File: src/rtl/sound_sequencer.sv
// sound_sequencer: plays fixed multi-note sound effects (EAT, DIE) on game
// event strobes, drives the oscillator freq/playSound inputs and turns the
// oscillator's at_max pulses into a square-wave speaker output.
// Optional feature macro: SOUND_SEQ_GAP_EN inserts a silent GAP state of
// TICK_CYCLES cycles between consecutive notes of an effect.
//
//  state | meaning
//  ------+-------------------------------------------------------------
//  IDLE  | no effect in progress; outputs quiet, waiting for a request
//  PLAY  | a note of the selected effect is sounding (or resting)
//  GAP   | silent pause between two notes (only with SOUND_SEQ_GAP_EN)

module sound_sequencer #(
   parameter int TICK_CYCLES = 1000,
   parameter int DUR_W       = 4
) (
   input  logic       clk_i,
   input  logic       rst_i,
   input  logic       state_i,
   input  logic       eat_req_i,
   input  logic       die_req_i,
   input  logic       at_max_i,
   output logic [7:0] freq_o,
   output logic       playSound_o,
   output logic       speaker_o,
   output logic       busy_o,
   output logic       done_o
);

   localparam int            TW        = (TICK_CYCLES > 2) ? $clog2(TICK_CYCLES) : 1;
   localparam logic [TW-1:0] TICK_LAST = TW'(TICK_CYCLES - 1);
   localparam logic          EFF_EAT   = 1'b0;
   localparam logic          EFF_DIE   = 1'b1;

`ifdef SOUND_SEQ_GAP_EN
   typedef enum logic [1:0] {ST_IDLE = 2'd0, ST_PLAY = 2'd1, ST_GAP = 2'd2} fsm_t;
`else
   typedef enum logic {ST_IDLE = 1'b0, ST_PLAY = 1'b1} fsm_t;
`endif

   fsm_t             state_q, state_d;
   logic             effect_q, effect_d;
   logic [1:0]       idx_q, idx_d;
   logic [TW-1:0]    tick_q, tick_d;
   logic [DUR_W-1:0] dur_q, dur_d;
   logic [7:0]       freq_q, freq_d;
   logic             play_q, play_d;
   logic             speaker_q, speaker_d;
   logic             busy_q, busy_d;
   logic             done_q, done_d;

   logic             load_en;
   logic             load_eff;
   logic [1:0]       load_idx;
   logic [7:0]       ld_freq;
   logic [DUR_W-1:0] ld_dur;
   logic             tick_wrap;
   logic [1:0]       last_idx;

   // Note ROM: {freq, dur} per effect and note index
   function automatic logic [8+DUR_W-1:0] note_rom(input logic eff, input logic [1:0] idx);
      logic [7:0]       f;
      logic [DUR_W-1:0] d;
      f = 8'd0;
      d = '0;
      if (eff == EFF_EAT) begin
         case (idx)
            2'd0:    begin f = 8'd40;  d = DUR_W'(2); end
            default: begin f = 8'd30;  d = DUR_W'(2); end
         endcase
      end else begin
         case (idx)
            2'd0:    begin f = 8'd60;  d = DUR_W'(3); end
            2'd1:    begin f = 8'd80;  d = DUR_W'(3); end
            2'd2:    begin f = 8'd100; d = DUR_W'(3); end
            default: begin f = 8'd140; d = DUR_W'(6); end
         endcase
      end
      return {f, d};
   endfunction

   // State and output registers
   always_ff @(posedge clk_i) begin
      if (rst_i) begin
         state_q   <= ST_IDLE;
         effect_q  <= EFF_EAT;
         idx_q     <= 2'd0;
         tick_q    <= '0;
         dur_q     <= '0;
         freq_q    <= 8'd0;
         play_q    <= 1'b0;
         speaker_q <= 1'b0;
         busy_q    <= 1'b0;
         done_q    <= 1'b0;
      end else begin
         state_q   <= state_d;
         effect_q  <= effect_d;
         idx_q     <= idx_d;
         tick_q    <= tick_d;
         dur_q     <= dur_d;
         freq_q    <= freq_d;
         play_q    <= play_d;
         speaker_q <= speaker_d;
         busy_q    <= busy_d;
         done_q    <= done_d;
      end
   end

   // Next-state, note sequencing and registered-output decisions
   always_comb begin
      state_d   = state_q;
      effect_d  = effect_q;
      idx_d     = idx_q;
      tick_d    = tick_q;
      dur_d     = dur_q;
      freq_d    = freq_q;
      play_d    = play_q;
      busy_d    = busy_q;
      done_d    = 1'b0;
      load_en   = 1'b0;
      load_eff  = effect_q;
      load_idx  = 2'd0;
      ld_freq   = 8'd0;
      ld_dur    = '0;
      tick_wrap = (tick_q == TICK_LAST);
      last_idx  = (effect_q == EFF_DIE) ? 2'd3 : 2'd1;
      // speaker follows at_max only while a real note sounds; rests hold it
      speaker_d = (state_q == ST_PLAY && play_q && at_max_i) ? ~speaker_q : speaker_q;

      if (!state_i) begin
         // mode OFF: abort silently, whatever the FSM was doing
         state_d   = ST_IDLE;
         effect_d  = EFF_EAT;
         idx_d     = 2'd0;
         tick_d    = '0;
         dur_d     = '0;
         freq_d    = 8'd0;
         play_d    = 1'b0;
         speaker_d = 1'b0;
         busy_d    = 1'b0;
      end else if (die_req_i) begin
         // DIE wins over EAT and restarts any effect in progress
         load_en  = 1'b1;
         load_eff = EFF_DIE;
         load_idx = 2'd0;
      end else begin
         case (state_q)
            ST_IDLE: begin
               if (eat_req_i) begin
                  load_en  = 1'b1;
                  load_eff = EFF_EAT;
                  load_idx = 2'd0;
               end
            end
            ST_PLAY: begin
               if (tick_wrap) begin
                  tick_d = '0;
                  if (dur_q == '0) begin
                     if (idx_q == last_idx) begin
                        state_d   = ST_IDLE;
                        effect_d  = EFF_EAT;
                        idx_d     = 2'd0;
                        dur_d     = '0;
                        freq_d    = 8'd0;
                        play_d    = 1'b0;
                        speaker_d = 1'b0;
                        busy_d    = 1'b0;
                        done_d    = 1'b1;
                     end else begin
`ifdef SOUND_SEQ_GAP_EN
                        state_d   = ST_GAP;
                        idx_d     = idx_q + 2'd1;
                        freq_d    = 8'd0;
                        play_d    = 1'b0;
                        speaker_d = 1'b0;
`else
                        load_en   = 1'b1;
                        load_eff  = effect_q;
                        load_idx  = idx_q + 2'd1;
`endif
                     end
                  end else begin
                     dur_d = dur_q - DUR_W'(1);
                  end
               end else begin
                  tick_d = tick_q + TW'(1);
               end
            end
`ifdef SOUND_SEQ_GAP_EN
            ST_GAP: begin
               // idx_q already points at the note that follows the gap
               if (tick_wrap) begin
                  load_en  = 1'b1;
                  load_eff = effect_q;
                  load_idx = idx_q;
               end else begin
                  tick_d = tick_q + TW'(1);
               end
            end
`endif
            default: state_d = ST_IDLE;
         endcase
      end

      if (load_en) begin
         {ld_freq, ld_dur} = note_rom(load_eff, load_idx);
         state_d  = ST_PLAY;
         effect_d = load_eff;
         idx_d    = load_idx;
         tick_d   = '0;
         // duration 0 plays as a single unit
         dur_d    = (ld_dur == '0) ? '0 : ld_dur - DUR_W'(1);
         freq_d   = ld_freq;
         play_d   = (ld_freq != 8'd0);
         busy_d   = 1'b1;
      end
   end

   assign freq_o      = freq_q;
   assign playSound_o = play_q;
   assign speaker_o   = speaker_q;
   assign busy_o      = busy_q;
   assign done_o      = done_q;

endmodule

File: config.mk
export PLATFORM = sky130hd
export DESIGN_NAME = sound_sequencer
export DESIGN_NICKNAME = d
export VERILOG_FILES = /design/src/rtl/sound_sequencer.sv
export SDC_FILE = /design/constraint.sdc
export NUM_CORES = 1
export LEC_CHECK = 0
export BUFFER_PORTS_ARGS = -buffer_cell sky130_fd_sc_hd__buf_2
export CAP_MARGIN = 20
export CORE_ASPECT_RATIO = 1.25
export CORE_UTILIZATION = 40
export CTS_CLUSTER_DIAMETER = 150
export DETAILED_ROUTE_END_ITERATION = 8
export GPL_TIMING_DRIVEN = 0
export SYNTH_ARGS = -nofsm -noshare
export SYNTH_HDL_FRONTEND = slang
export SYNTH_SLANG_ARGS = --single-unit
File: constraint.sdc
create_clock -name clk_i -period 2.46 [get_ports clk_i]
set_input_delay 0.123 -clock clk_i [delete_from_list [all_inputs] [get_ports clk_i]]
set_output_delay 0.123 -clock clk_i [all_outputs]
set_load 0.05 [all_outputs]
==> run_summary.xml, run 1 <==
<?xml version="1.0" encoding="UTF-8"?>
<metrics>
  <group name="critical_path">
    <metric name="critPathMaxFanout" unit="">6</metric>
    <metric name="crit_slowest_cell" unit="">or3b_4</metric>
    <metric name="worst_path_arrival_time" unit="ns">2.44</metric>
    <metric name="critical_path_required" unit="ns">2.64</metric>
    <metric name="slowest_delay" unit="ns">0.43</metric>
    <metric name="crit_type" unit="">register to register</metric>
    <metric name="worstPathCellList" unit="">or3b_4, nor3_4, nand3_2, nand2b_1, inv_1, ha_1, o21ai_0, a32o_1</metric>
    <metric name="cp-end-kind" unit="">register</metric>
    <metric name="critPathLaunchType" unit="">register</metric>
  </group>
  <group name="sta">
    <metric name="finalSetupViolCount" unit="">0</metric>
    <metric name="report.final.hold_viol_count" unit="">0</metric>
    <metric name="max_clock_freq" unit="GHz">0.442</metric>
    <metric name="layout_setup_ws" unit="ns">0.197</metric>
    <metric name="setup_total_negative_slack" unit="ns">0</metric>
    <metric name="fin_skew" unit="ns">0.00228</metric>
    <metric name="min_period_over_period" unit="%">92.0</metric>
    <metric name="grt_setup_unrepaired" unit="">no</metric>
    <metric name="maxSlewViolCount" unit="">0</metric>
    <metric name="final_critical_delay_including_setup_and_external_delays" unit="ns">2.26</metric>
  </group>
  <group name="global_routing">
    <metric name="grt_pass1_wl" unit="µm">5270</metric>
    <metric name="via_count_of_the_first_global_routing_pass" unit="">1240</metric>
    <metric name="grt_antenna_before_repair" unit="">0</metric>
    <metric name="maximum_number_of_pins_on_one_net_before_global_route_repair" unit="">16</metric>
    <metric name="globalRouteTotalUtil" unit="%">16.7</metric>
    <metric name="globalRouteOverflowTotal" unit="">0</metric>
  </group>
  <group name="hold_path">
    <metric name="timing.hold.worst.class" unit="">input port to register</metric>
  </group>
  <group name="pwr">
    <metric name="power_leakage" unit="nW">0.642</metric>
    <metric name="powerDensity" unit="mW/mm²">517</metric>
    <metric name="totalPowerFinal" unit="W">0.000851</metric>
    <metric name="worst_ir_drop_vdd" unit="mV">0.283</metric>
  </group>
  <group name="synthesis">
    <metric name="yosysUniqueCellTypes" unit="">42</metric>
    <metric name="net_count_of_the_mapped_netlist" unit="">184</metric>
    <metric name="synth_edf_count" unit="">0</metric>
    <metric name="synth.yosys.seq_area_share" unit="%">38.3</metric>
    <metric name="synth_cells" unit="">172</metric>
    <metric name="syn_area" unit="mm²">0.00146</metric>
    <metric name="async_flop_share" unit="%">0</metric>
    <metric name="synth_warnings" unit="">0</metric>
    <metric name="ys_ff_latch" unit="">28</metric>
    <metric name="synth_ff_type" unit="">dfxtp_1</metric>
    <metric name="avgSynthCellArea" unit="µm²">8.50</metric>
  </group>
  <group name="final_layout">
    <metric name="area_growth" unit="%">12.6</metric>
    <metric name="fin_nets" unit="">204</metric>
    <metric name="drive_above_1_share" unit="%">16.2</metric>
    <metric name="mostFrequentLayoutCells" unit="">dfxtp_1, nor2_1, buf_2</metric>
    <metric name="layout_commonest_cell" unit="">dfxtp_1</metric>
    <metric name="n_antenna_cell" unit="">0</metric>
  </group>
  <group name="cts">
    <metric name="cts-root-buf" unit="">clkbuf_8</metric>
    <metric name="holdBufCountCts" unit="">0</metric>
    <metric name="worstSkewPairLatency" unit="ns">0.28</metric>
    <metric name="clkTransAtPathRegs" unit="ns">0.09</metric>
    <metric name="cts_tree" unit="">done</metric>
    <metric name="cts.sink_count" unit="">28</metric>
    <metric name="number_of_cts_inserted_buffers" unit="">3</metric>
    <metric name="cts-root-to-sink-buffers" unit="">2</metric>
    <metric name="cts_max_level" unit="">1</metric>
  </group>
  <group name="drt">
    <metric name="drc" unit="">0</metric>
    <metric name="detail_route.iter0.violations" unit="">26</metric>
    <metric name="drt_pre_antenna_iters" unit="">4</metric>
    <metric name="detail_route.vias_per_cell" unit="">5.38</metric>
    <metric name="total_via_count_in_the_routed_design" unit="">1238</metric>
    <metric name="totalWireLength" unit="µm">3060</metric>
    <metric name="wire_per_inst" unit="µm">13.3</metric>
    <metric name="drt.antenna.violating_nets" unit="">0</metric>
  </group>
  <group name="placed_design">
    <metric name="io_buffer_count" unit="">15</metric>
    <metric name="dp_hpwl" unit="µm">2400</metric>
    <metric name="pre_cts_slack" unit="ns">0.0328</metric>
    <metric name="gpl.final_weighted_congestion" unit="">0.783</metric>
  </group>
  <group name="flow_run">
    <metric name="timing.max_cap.violations" unit="">0</metric>
  </group>
  <group name="die">
    <metric name="num_rows" unit="">24</metric>
    <metric name="floorplan.die.width" unit="µm">56.1</metric>
    <metric name="design.portCount" unit="">18</metric>
    <metric name="initial_utilization" unit="%">42.0</metric>
    <metric name="dieArea" unit="mm²">0.00390</metric>
    <metric name="floorplan.die.height" unit="µm">69.6</metric>
    <metric name="core_area" unit="mm²">0.00348</metric>
  </group>
  <group name="status">
    <metric name="run_status" unit="">finished clean</metric>
  </group>
</metrics>
[critical path, delay by kind of cell (launching register included)]
family | cells | cell delay (ns)
AOI/OAI and AO/OA | 2 | 0.38
adders and majority gates | 1 | 0.24
buffers and inverters | 1 | 0.09
DFF | 1 | 0.37
and+or+nand+nor | 4 | 1.09
[stage by stage]
step | instance area, µm² | utilization (%) | cells | hold WS, ns
after floorplan | 1460 | - | 172 | 0.192
after global placement | 1590 | 45.5 | 226 | 0.397
after detailed placement | 1590 | 45.5 | 226 | 0.406
after CTS | 1640 | 47.1 | 230 | 0.0988
after global routing | 1650 | 47.3 | 230 | 0.109
final | 1650 | 47.3 | 230 | 0.0996
[cell families (layout without fill, tap and decap cells)]
| family | count (synthesis) | after routing | share of synthesized area, % |
|---|---|---|---|
| fa+ha+maj | 6 | 6 | 5.13 |
| buf+inv | 13 | 32 | 4.19 |
| simple gates | 81 | 81 | 30.0 |
| xor+xnor | 11 | 11 | 6.59 |
| compound gates | 32 | 32 | 15.5 |
| flops | 28 | 28 | 38.3 |
| other cells | 1 | 1 | 0.256 |
[state kept, by name, indices dropped and copies added (netlist names)]
register	flops
busy_o	1
idx_q	2
freq_o	7
done_o	1
state_q	1
tick_q	10
dur_q	4
effect_q	1
speaker_o	1
[layer usage]
metal	share of wire [%]	wire length [µm]	up-vias	global-route usage, %
li1	-	-	639	-
met1	44	1350	579	19.2
met2	52	1590	13	29.9
met3	1.7	51	7	2.43
met4	2.2	68	0	7.86
met5	0	0	-	0
[cell type report]
type | instances | area [µm²]
fillers | 347 | 1840
well taps | 39 | 48.8
repair buffers | 15 | 75.1
inverters | 9 | 33.8
clock buffers | 4 | 55.1
multi-input cells | 131 | 846
flip-flops and latches | 28 | 561
plain buffers | 4 | 27.5
[cell usage after synthesis, types with 2 or more instances]
| master | n | area (µm²) |
|---|---|---|
| dfxtp_1 | 28 | 561 |
| nor2_1 | 25 | 93.8 |
| nand2_1 | 11 | 41.3 |
| nand3_1 | 10 | 50.1 |
| inv_1 | 8 | 30.0 |
| a21oi_1 | 6 | 30.0 |
| ha_1 | 6 | 75.1 |
| nand2b_1 | 6 | 37.5 |
| o21ai_0 | 6 | 30.0 |
| xnor2_1 | 6 | 52.6 |
| nand4_1 | 5 | 31.3 |
| xor2_1 | 5 | 43.8 |
| a22o_1 | 4 | 35.0 |
| a22oi_1 | 4 | 30.0 |
| and3_1 | 4 | 25.0 |
| nor3_1 | 4 | 20.0 |
| buf_4 | 3 | 22.5 |
| nor2b_1 | 3 | 18.8 |
| a31oi_1 | 2 | 12.5 |
| a32oi_1 | 2 | 17.5 |
| and2_1 | 2 | 12.5 |
| o2bb2ai_1 | 2 | 17.5 |
[worst paths after layout]
path | startpoint | end | slack [ns] | cells past startpoint
min | rst_i | idx_q[0]$_SDFFE_PP0P_ | 0.1 | 2
min reg2reg | freq_o[3]$_SDFFE_PP0P_ | freq_o[3]$_SDFFE_PP0P_ | 0.47 | 1
max | tick_q[3]$_SDFFE_PP0P_ | freq_o[4]$_SDFFE_PP0P_ | 0.20 | 8
max reg2reg | tick_q[3]$_SDFFE_PP0P_ | freq_o[4]$_SDFFE_PP0P_ | 0.20 | 8
[power breakdown]
| part | internal (W) | switching, W | total, W | leakage, nW |
|---|---|---|---|---|
| clock network | 0.000143 | 0.000141 | 0.000285 | 0.0288 |
| logic | 0.0000332 | 0.0000641 | 0.0000973 | 0.386 |
| registers | 0.000461 | 0.00000750 | 0.000468 | 0.227 |
| total | 0.000638 | 0.000213 | 0.000851 | 0.642 |
[repair_timing]
| action | 4_1_cts | 5_1_grt |
|---|---|---|
| buffers inserted | 0 | 0 |
| endpoints found under the setup margin | 0 | 3 |
| gates resized for setup | 0 | 2 |
(Power assumes the default switching activity.)
==> inputs of run 2 (changes only) <==
- CORE_UTILIZATION: 40 -> 56
- PLACE_DENSITY: not set -> 0.77
==> run_summary.xml, run 2 (synthesis results as in run 1) <==
<?xml version="1.0" encoding="UTF-8"?>
<metrics>
  <group name="critical_path">
    <metric name="worstPathCellList" unit="">or3b_4, nor3_4, nand3_2, nand2b_1, inv_1, ha_1, o21ai_0, a32o_1</metric>
    <metric name="cp-end-kind" unit="">register</metric>
    <metric name="worst_path_arrival_time" unit="ns">2.54</metric>
    <metric name="critPathMaxFanout" unit="">6</metric>
    <metric name="critical_path_required" unit="ns">2.70</metric>
    <metric name="critPathLaunchType" unit="">register</metric>
    <metric name="reg2reg_slack" unit="ns">0.16</metric>
    <metric name="crit_type" unit="">register to register</metric>
    <metric name="slowest_delay" unit="ns">0.43</metric>
    <metric name="crit_slowest_cell" unit="">or3b_4</metric>
  </group>
  <group name="drt">
    <metric name="total_via_count_in_the_routed_design" unit="">1289</metric>
    <metric name="drt.antenna.violating_nets" unit="">0</metric>
    <metric name="wire_per_inst" unit="µm">13.8</metric>
    <metric name="drt_pre_antenna_iters" unit="">4</metric>
    <metric name="detail_route.iter0.violations" unit="">36</metric>
    <metric name="drc" unit="">0</metric>
    <metric name="totalWireLength" unit="µm">3100</metric>
    <metric name="detail_route.vias_per_cell" unit="">5.75</metric>
  </group>
  <group name="global_routing">
    <metric name="grt_pass1_wl" unit="µm">5040</metric>
    <metric name="maximum_number_of_pins_on_one_net_before_global_route_repair" unit="">15</metric>
    <metric name="via_count_of_the_first_global_routing_pass" unit="">1248</metric>
    <metric name="grt_antenna_before_repair" unit="">0</metric>
    <metric name="globalRouteOverflowTotal" unit="">0</metric>
    <metric name="globalRouteTotalUtil" unit="%">24.7</metric>
  </group>
  <group name="sta">
    <metric name="fin_skew" unit="ns">0.00644</metric>
    <metric name="holdWs" unit="ns">0.0277</metric>
    <metric name="setup_total_negative_slack" unit="ns">0</metric>
    <metric name="min_period_over_period" unit="%">93.5</metric>
    <metric name="report.final.hold_viol_count" unit="">0</metric>
    <metric name="final_critical_delay_including_setup_and_external_delays" unit="ns">2.30</metric>
    <metric name="max_clock_freq" unit="GHz">0.435</metric>
    <metric name="finalSetupViolCount" unit="">0</metric>
    <metric name="maxSlewViolCount" unit="">0</metric>
  </group>
  <group name="final_layout">
    <metric name="drive_above_1_share" unit="%">16.2</metric>
    <metric name="regMostFlops" unit="">tick_q</metric>
    <metric name="fin_nets" unit="">205</metric>
    <metric name="layout_commonest_cell" unit="">dfxtp_1</metric>
    <metric name="area_growth" unit="%">10.4</metric>
    <metric name="post_layout_nonfiller_instances" unit="">224</metric>
    <metric name="layout.core_utilization" unit="%">65.8</metric>
    <metric name="n_antenna_cell" unit="">0</metric>
    <metric name="largest_register_ff_count" unit="">10</metric>
    <metric name="mostFrequentLayoutCells" unit="">dfxtp_1, nor2_1, buf_2</metric>
  </group>
  <group name="pwr">
    <metric name="powerDensity" unit="mW/mm²">470</metric>
    <metric name="power_leakage" unit="nW">0.631</metric>
    <metric name="worst_ir_drop_vdd" unit="mV">0.396</metric>
    <metric name="totalPowerFinal" unit="W">0.000758</metric>
  </group>
  <group name="die">
    <metric name="floorplan.die.width" unit="µm">47.7</metric>
    <metric name="num_rows" unit="">20</metric>
    <metric name="initial_utilization" unit="%">59.6</metric>
    <metric name="design.portCount" unit="">18</metric>
    <metric name="dieArea" unit="mm²">0.00282</metric>
    <metric name="floorplan.die.height" unit="µm">59.1</metric>
    <metric name="core_area" unit="mm²">0.00245</metric>
  </group>
  <group name="cts">
    <metric name="cts_max_level" unit="">1</metric>
    <metric name="worstSkewPairLatency" unit="ns">0.33</metric>
    <metric name="clkTransAtPathRegs" unit="ns">0.15</metric>
    <metric name="number_of_cts_inserted_buffers" unit="">3</metric>
    <metric name="cts-root-to-sink-buffers" unit="">2</metric>
    <metric name="cts-root-buf" unit="">clkbuf_4</metric>
    <metric name="holdBufCountCts" unit="">0</metric>
    <metric name="cts_tree" unit="">done</metric>
    <metric name="cts.sink_count" unit="">28</metric>
  </group>
  <group name="placed_design">
    <metric name="dp_hpwl" unit="µm">2340</metric>
    <metric name="io_buffer_count" unit="">15</metric>
    <metric name="placed_cells_incl_taps" unit="">220</metric>
    <metric name="gpl.final_weighted_congestion" unit="">0.832</metric>
  </group>
  <group name="status">
    <metric name="run_status" unit="">finished clean</metric>
  </group>
  <group name="flow_run">
    <metric name="timing.max_cap.violations" unit="">0</metric>
  </group>
  <group name="hold_path">
    <metric name="timing.hold.worst.class" unit="">input port to register</metric>
  </group>
</metrics>
## run 2: worst max-delay path: cells and delay by family (launching register included)
family | cells | cell delay, ns
AOI/OAI and AO/OA | 2 | 0.38
and+or+nand+nor | 4 | 1.11
DFF | 1 | 0.39
adders and majority gates | 1 | 0.24
buffers and inverters | 1 | 0.09
## run 2: layer usage
metal / up-vias / wire (µm) / part of all wire, % / global-route usage [%]
li1: 643 / - / - / -
met1: 599 / 1250 / 40 / 26.2
met2: 36 / 1640 / 53 / 44.2
met3: 11 / 121 / 3.9 / 3.66
met4: 0 / 89 / 2.9 / 13.1
met5: - / 0 / 0 / 0
## run 2: final cells by class
cell class | count | area (µm²)
buffer | 4 | 27.5
clock buffer | 3 | 22.5
fill | 236 | 838
inverter | 9 | 33.8
multi-input combinational | 131 | 846
sequential | 28 | 561
tap | 33 | 41.3
timing repair buffer | 16 | 82.6
## run 2: path summary, 6_finish.rpt
| check | to | start | cells past startpoint |
|---|---|---|---|
| worst max-delay path | freq_o[4]$_SDFFE_PP0P_ | tick_q[3]$_SDFFE_PP0P_ | 8 |
| worst min-delay path | idx_q[0]$_SDFFE_PP0P_ | rst_i | 2 |
| worst max register to register | freq_o[4]$_SDFFE_PP0P_ | tick_q[3]$_SDFFE_PP0P_ | 8 |
| worst min register to register | freq_o[3]$_SDFFE_PP0P_ | freq_o[3]$_SDFFE_PP0P_ | 1 |
## run 2: timing repair
item	in CTS	in global routing
endpoints found under the hold margin	0	0
endpoints found under the setup margin	1	2
buffers inserted	0	1
gates resized for setup	1	1
pin swaps	0	1
## run 2: power breakdown
| group | switching, W | total [W] | internal, W |
|---|---|---|---|
| combinational | 0.0000645 | 0.0000976 | 0.0000331 |
| sequential | 0.00000797 | 0.000470 | 0.000462 |
| clock | 0.000133 | 0.000191 | 0.0000576 |
| total | 0.000206 | 0.000758 | 0.000552 |
## run 2: stage by stage
stage | area [µm²] | setup slack, ns
after global routing | 1610 | -0.0127
final | 1610 | 0.159
after floorplan | 1460 | 0.373
after detailed placement | 1580 | 0.0195
after CTS | 1600 | 0.0692
after global placement | 1580 | 0.113
==> inputs of run 3 (changes only) <==
- BUFFER_PORTS_ARGS: -buffer_cell sky130_fd_sc_hd__buf_2 -> -buffer_cell sky130_fd_sc_hd__clkbuf_2
- CORE_UTILIZATION: 56 -> 60
- PLACE_DENSITY: 0.77 -> 0.82
- clock period: 2.46 -> 2.7 ns (I/O delays scaled with it)
==> run_summary.xml, run 3 (synthesis results as in run 1) <==
<?xml version="1.0" encoding="UTF-8"?>
<metrics>
  <group name="status">
    <metric name="run_status" unit="">finished clean</metric>
  </group>
  <group name="final_layout">
    <metric name="layout_commonest_cell" unit="">dfxtp_1</metric>
    <metric name="num-fill-cells" unit="">199</metric>
    <metric name="final_cell_area" unit="mm²">0.00161</metric>
    <metric name="area_growth" unit="%">10.3</metric>
    <metric name="post_layout_nonfiller_instances" unit="">222</metric>
    <metric name="n_antenna_cell" unit="">0</metric>
    <metric name="fin_nets" unit="">204</metric>
    <metric name="regMostFlops" unit="">tick_q</metric>
    <metric name="drive_above_1_share" unit="%">15.2</metric>
    <metric name="mostFrequentLayoutCells" unit="">dfxtp_1, nor2_1, clkbuf_2</metric>
    <metric name="largest_register_ff_count" unit="">10</metric>
  </group>
  <group name="global_routing">
    <metric name="maximum_number_of_pins_on_one_net_before_global_route_repair" unit="">16</metric>
    <metric name="globalRouteOverflowTotal" unit="">0</metric>
    <metric name="globalRouteTotalUtil" unit="%">24.4</metric>
    <metric name="grt_antenna_before_repair" unit="">0</metric>
    <metric name="grt_pass1_wl" unit="µm">4760</metric>
    <metric name="via_count_of_the_first_global_routing_pass" unit="">1180</metric>
  </group>
  <group name="pwr">
    <metric name="worst_ir_drop_vdd" unit="mV">0.482</metric>
    <metric name="power_leakage" unit="nW">0.630</metric>
    <metric name="powerDensity" unit="mW/mm²">448</metric>
  </group>
  <group name="cts">
    <metric name="worstSkewPairLatency" unit="ns">0.34</metric>
    <metric name="cts-root-to-sink-buffers" unit="">2</metric>
    <metric name="cts_tree" unit="">done</metric>
    <metric name="cts_max_level" unit="">1</metric>
    <metric name="cts-root-buf" unit="">clkbuf_4</metric>
    <metric name="post_cts_resized" unit="">0</metric>
    <metric name="number_of_cts_inserted_buffers" unit="">3</metric>
    <metric name="clkTransAtPathRegs" unit="ns">0.15</metric>
    <metric name="post_cts.repair.setup_buffers" unit="">0</metric>
    <metric name="holdBufCountCts" unit="">0</metric>
    <metric name="cts.sink_count" unit="">28</metric>
  </group>
  <group name="die">
    <metric name="core_area" unit="mm²">0.00226</metric>
    <metric name="floorplan.die.width" unit="µm">46.2</metric>
    <metric name="initial_utilization" unit="%">64.8</metric>
    <metric name="num_rows" unit="">19</metric>
    <metric name="dieArea" unit="mm²">0.00264</metric>
    <metric name="design.portCount" unit="">18</metric>
    <metric name="floorplan.die.height" unit="µm">57.2</metric>
  </group>
  <group name="critical_path">
    <metric name="critPathLaunchType" unit="">register</metric>
    <metric name="timing.reg2reg.worst_path_depth" unit="">10</metric>
    <metric name="crit_type" unit="">register to register</metric>
    <metric name="reg2reg_slack" unit="ns">0.28</metric>
    <metric name="r2r_start" unit="">tick_q[0]$_SDFFE_PP0P_</metric>
    <metric name="worst_path_arrival_time" unit="ns">2.67</metric>
    <metric name="critical_path_required" unit="ns">2.95</metric>
    <metric name="cp-end-kind" unit="">register</metric>
    <metric name="startpoint" unit="">tick_q[0]$_SDFFE_PP0P_</metric>
    <metric name="rr_endpoint" unit="">freq_o[4]$_SDFFE_PP0P_</metric>
    <metric name="crit_path_end" unit="">freq_o[4]$_SDFFE_PP0P_</metric>
    <metric name="critPathMaxFanout" unit="">6</metric>
  </group>
  <group name="placed_design">
    <metric name="placed_cells_incl_taps" unit="">218</metric>
    <metric name="postPlaceCellArea" unit="mm²">0.00158</metric>
    <metric name="dp_hpwl" unit="µm">2320</metric>
    <metric name="io_buffer_count" unit="">15</metric>
    <metric name="pre_cts_slack" unit="ns">0.320</metric>
    <metric name="gpl.final_weighted_congestion" unit="">0.891</metric>
  </group>
  <group name="sta">
    <metric name="fin_skew" unit="ns">0.0113</metric>
    <metric name="grt_setup_unrepaired" unit="">no</metric>
    <metric name="finalSetupViolCount" unit="">0</metric>
    <metric name="setup_total_negative_slack" unit="ns">0</metric>
    <metric name="min_period_over_period" unit="%">89.8</metric>
    <metric name="max_clock_freq" unit="GHz">0.413</metric>
    <metric name="final_critical_delay_including_setup_and_external_delays" unit="ns">2.42</metric>
    <metric name="holdWs" unit="ns">0.0365</metric>
    <metric name="maxSlewViolCount" unit="">0</metric>
    <metric name="report.final.hold_viol_count" unit="">0</metric>
    <metric name="layout_setup_ws" unit="ns">0.277</metric>
  </group>
  <group name="drt">
    <metric name="total_via_count_in_the_routed_design" unit="">1265</metric>
    <metric name="detail_route.vias_per_cell" unit="">5.70</metric>
    <metric name="drt.antenna.violating_nets" unit="">0</metric>
    <metric name="drt_pre_antenna_iters" unit="">4</metric>
    <metric name="drc" unit="">0</metric>
    <metric name="wire_per_inst" unit="µm">13.2</metric>
    <metric name="totalWireLength" unit="µm">2930</metric>
    <metric name="detail_route.iter0.violations" unit="">29</metric>
  </group>
  <group name="hold_path">
    <metric name="timing.hold.worst.class" unit="">input port to register</metric>
  </group>
  <group name="flow_run">
    <metric name="timing.max_cap.violations" unit="">0</metric>
  </group>
</metrics>
-- run 3: changes by cell type in the layout (fill, tap and decap cells not counted) --
cell and delta:
ha_1 +1, buf_4 -1, nor2_1 +1, ha_2 -1, clkbuf_2 +15, buf_2 -15
nor2_2 -1, clkbuf_8 +1
-- run 3: cell type report --
class                   count  area, µm²  area share (%)
plain buffers               4       27.5            1.71
multi-input cells         131        841            52.1
repair buffers             15       75.1            4.65
clock buffers               4       36.3            2.25
flip-flops and latches     28        561            34.8
well taps                  31       38.8            2.40
inverters                   9       33.8            2.09
-- run 3: per-stage QoR --
stage / power (W) / util (%)
after global placement: 0.000522 / 69.8
after global routing: 0.000746 / 71.4
after detailed placement: 0.000524 / 69.8
after floorplan: 0.000502 / -
final: 0.000723 / 71.4
after CTS: 0.000725 / 71.4
-- run 3: how the worst min path moves through the flow --
stage / end / slack [ns] / cells past startpoint / start
5_1_grt: idx_q[0]$_SDFFE_PP0P_ / 0.04 / 2 / rst_i
3_5_place_dp: idx_q[0]$_SDFFE_PP0P_ / 0.41 / 2 / rst_i
3_3_place_gp: idx_q[0]$_SDFFE_PP0P_ / 0.40 / 2 / rst_i
2_1_floorplan: idx_q[0]$_SDFFE_PP0P_ / 0.20 / 1 / rst_i
6_report: idx_q[0]$_SDFFE_PP0P_ / 0.04 / 2 / rst_i
4_1_cts: idx_q[0]$_SDFFE_PP0P_ / 0.03 / 2 / rst_i
-- run 3: critical path, cell delays in order, from the launching register on --
cell and delay (ns):
dfxtp_1 0.41, ha_1 0.27, nand4b_1 0.21, nor3_4 0.31
nand3_2 0.14, nor2_1 0.28, inv_2 0.09, ha_1 0.22
nor2_1 0.08, o21ai_0 0.08, a32o_1 0.25
-- run 3: report_power, final --
part | internal (W) | leakage [nW] | switching [W]
sequential | 0.000421 | 0.227 | 0.00000699
combinational | 0.0000300 | 0.382 | 0.0000582
clock | 0.0000828 | 0.0210 | 0.000125
-- run 3: layer usage --
| metal | wire length [µm] | global-route usage, % | up-vias | part of all wire (%) |
|---|---|---|---|---|
| met5 | 0 | 0 | - | 0 |
| met4 | 59 | 11.8 | 0 | 2.0 |
| met3 | 77 | 3.16 | 5 | 2.6 |
| met2 | 1590 | 44.9 | 22 | 54 |
| met1 | 1210 | 25.7 | 600 | 41 |
| li1 | - | - | 638 | - |
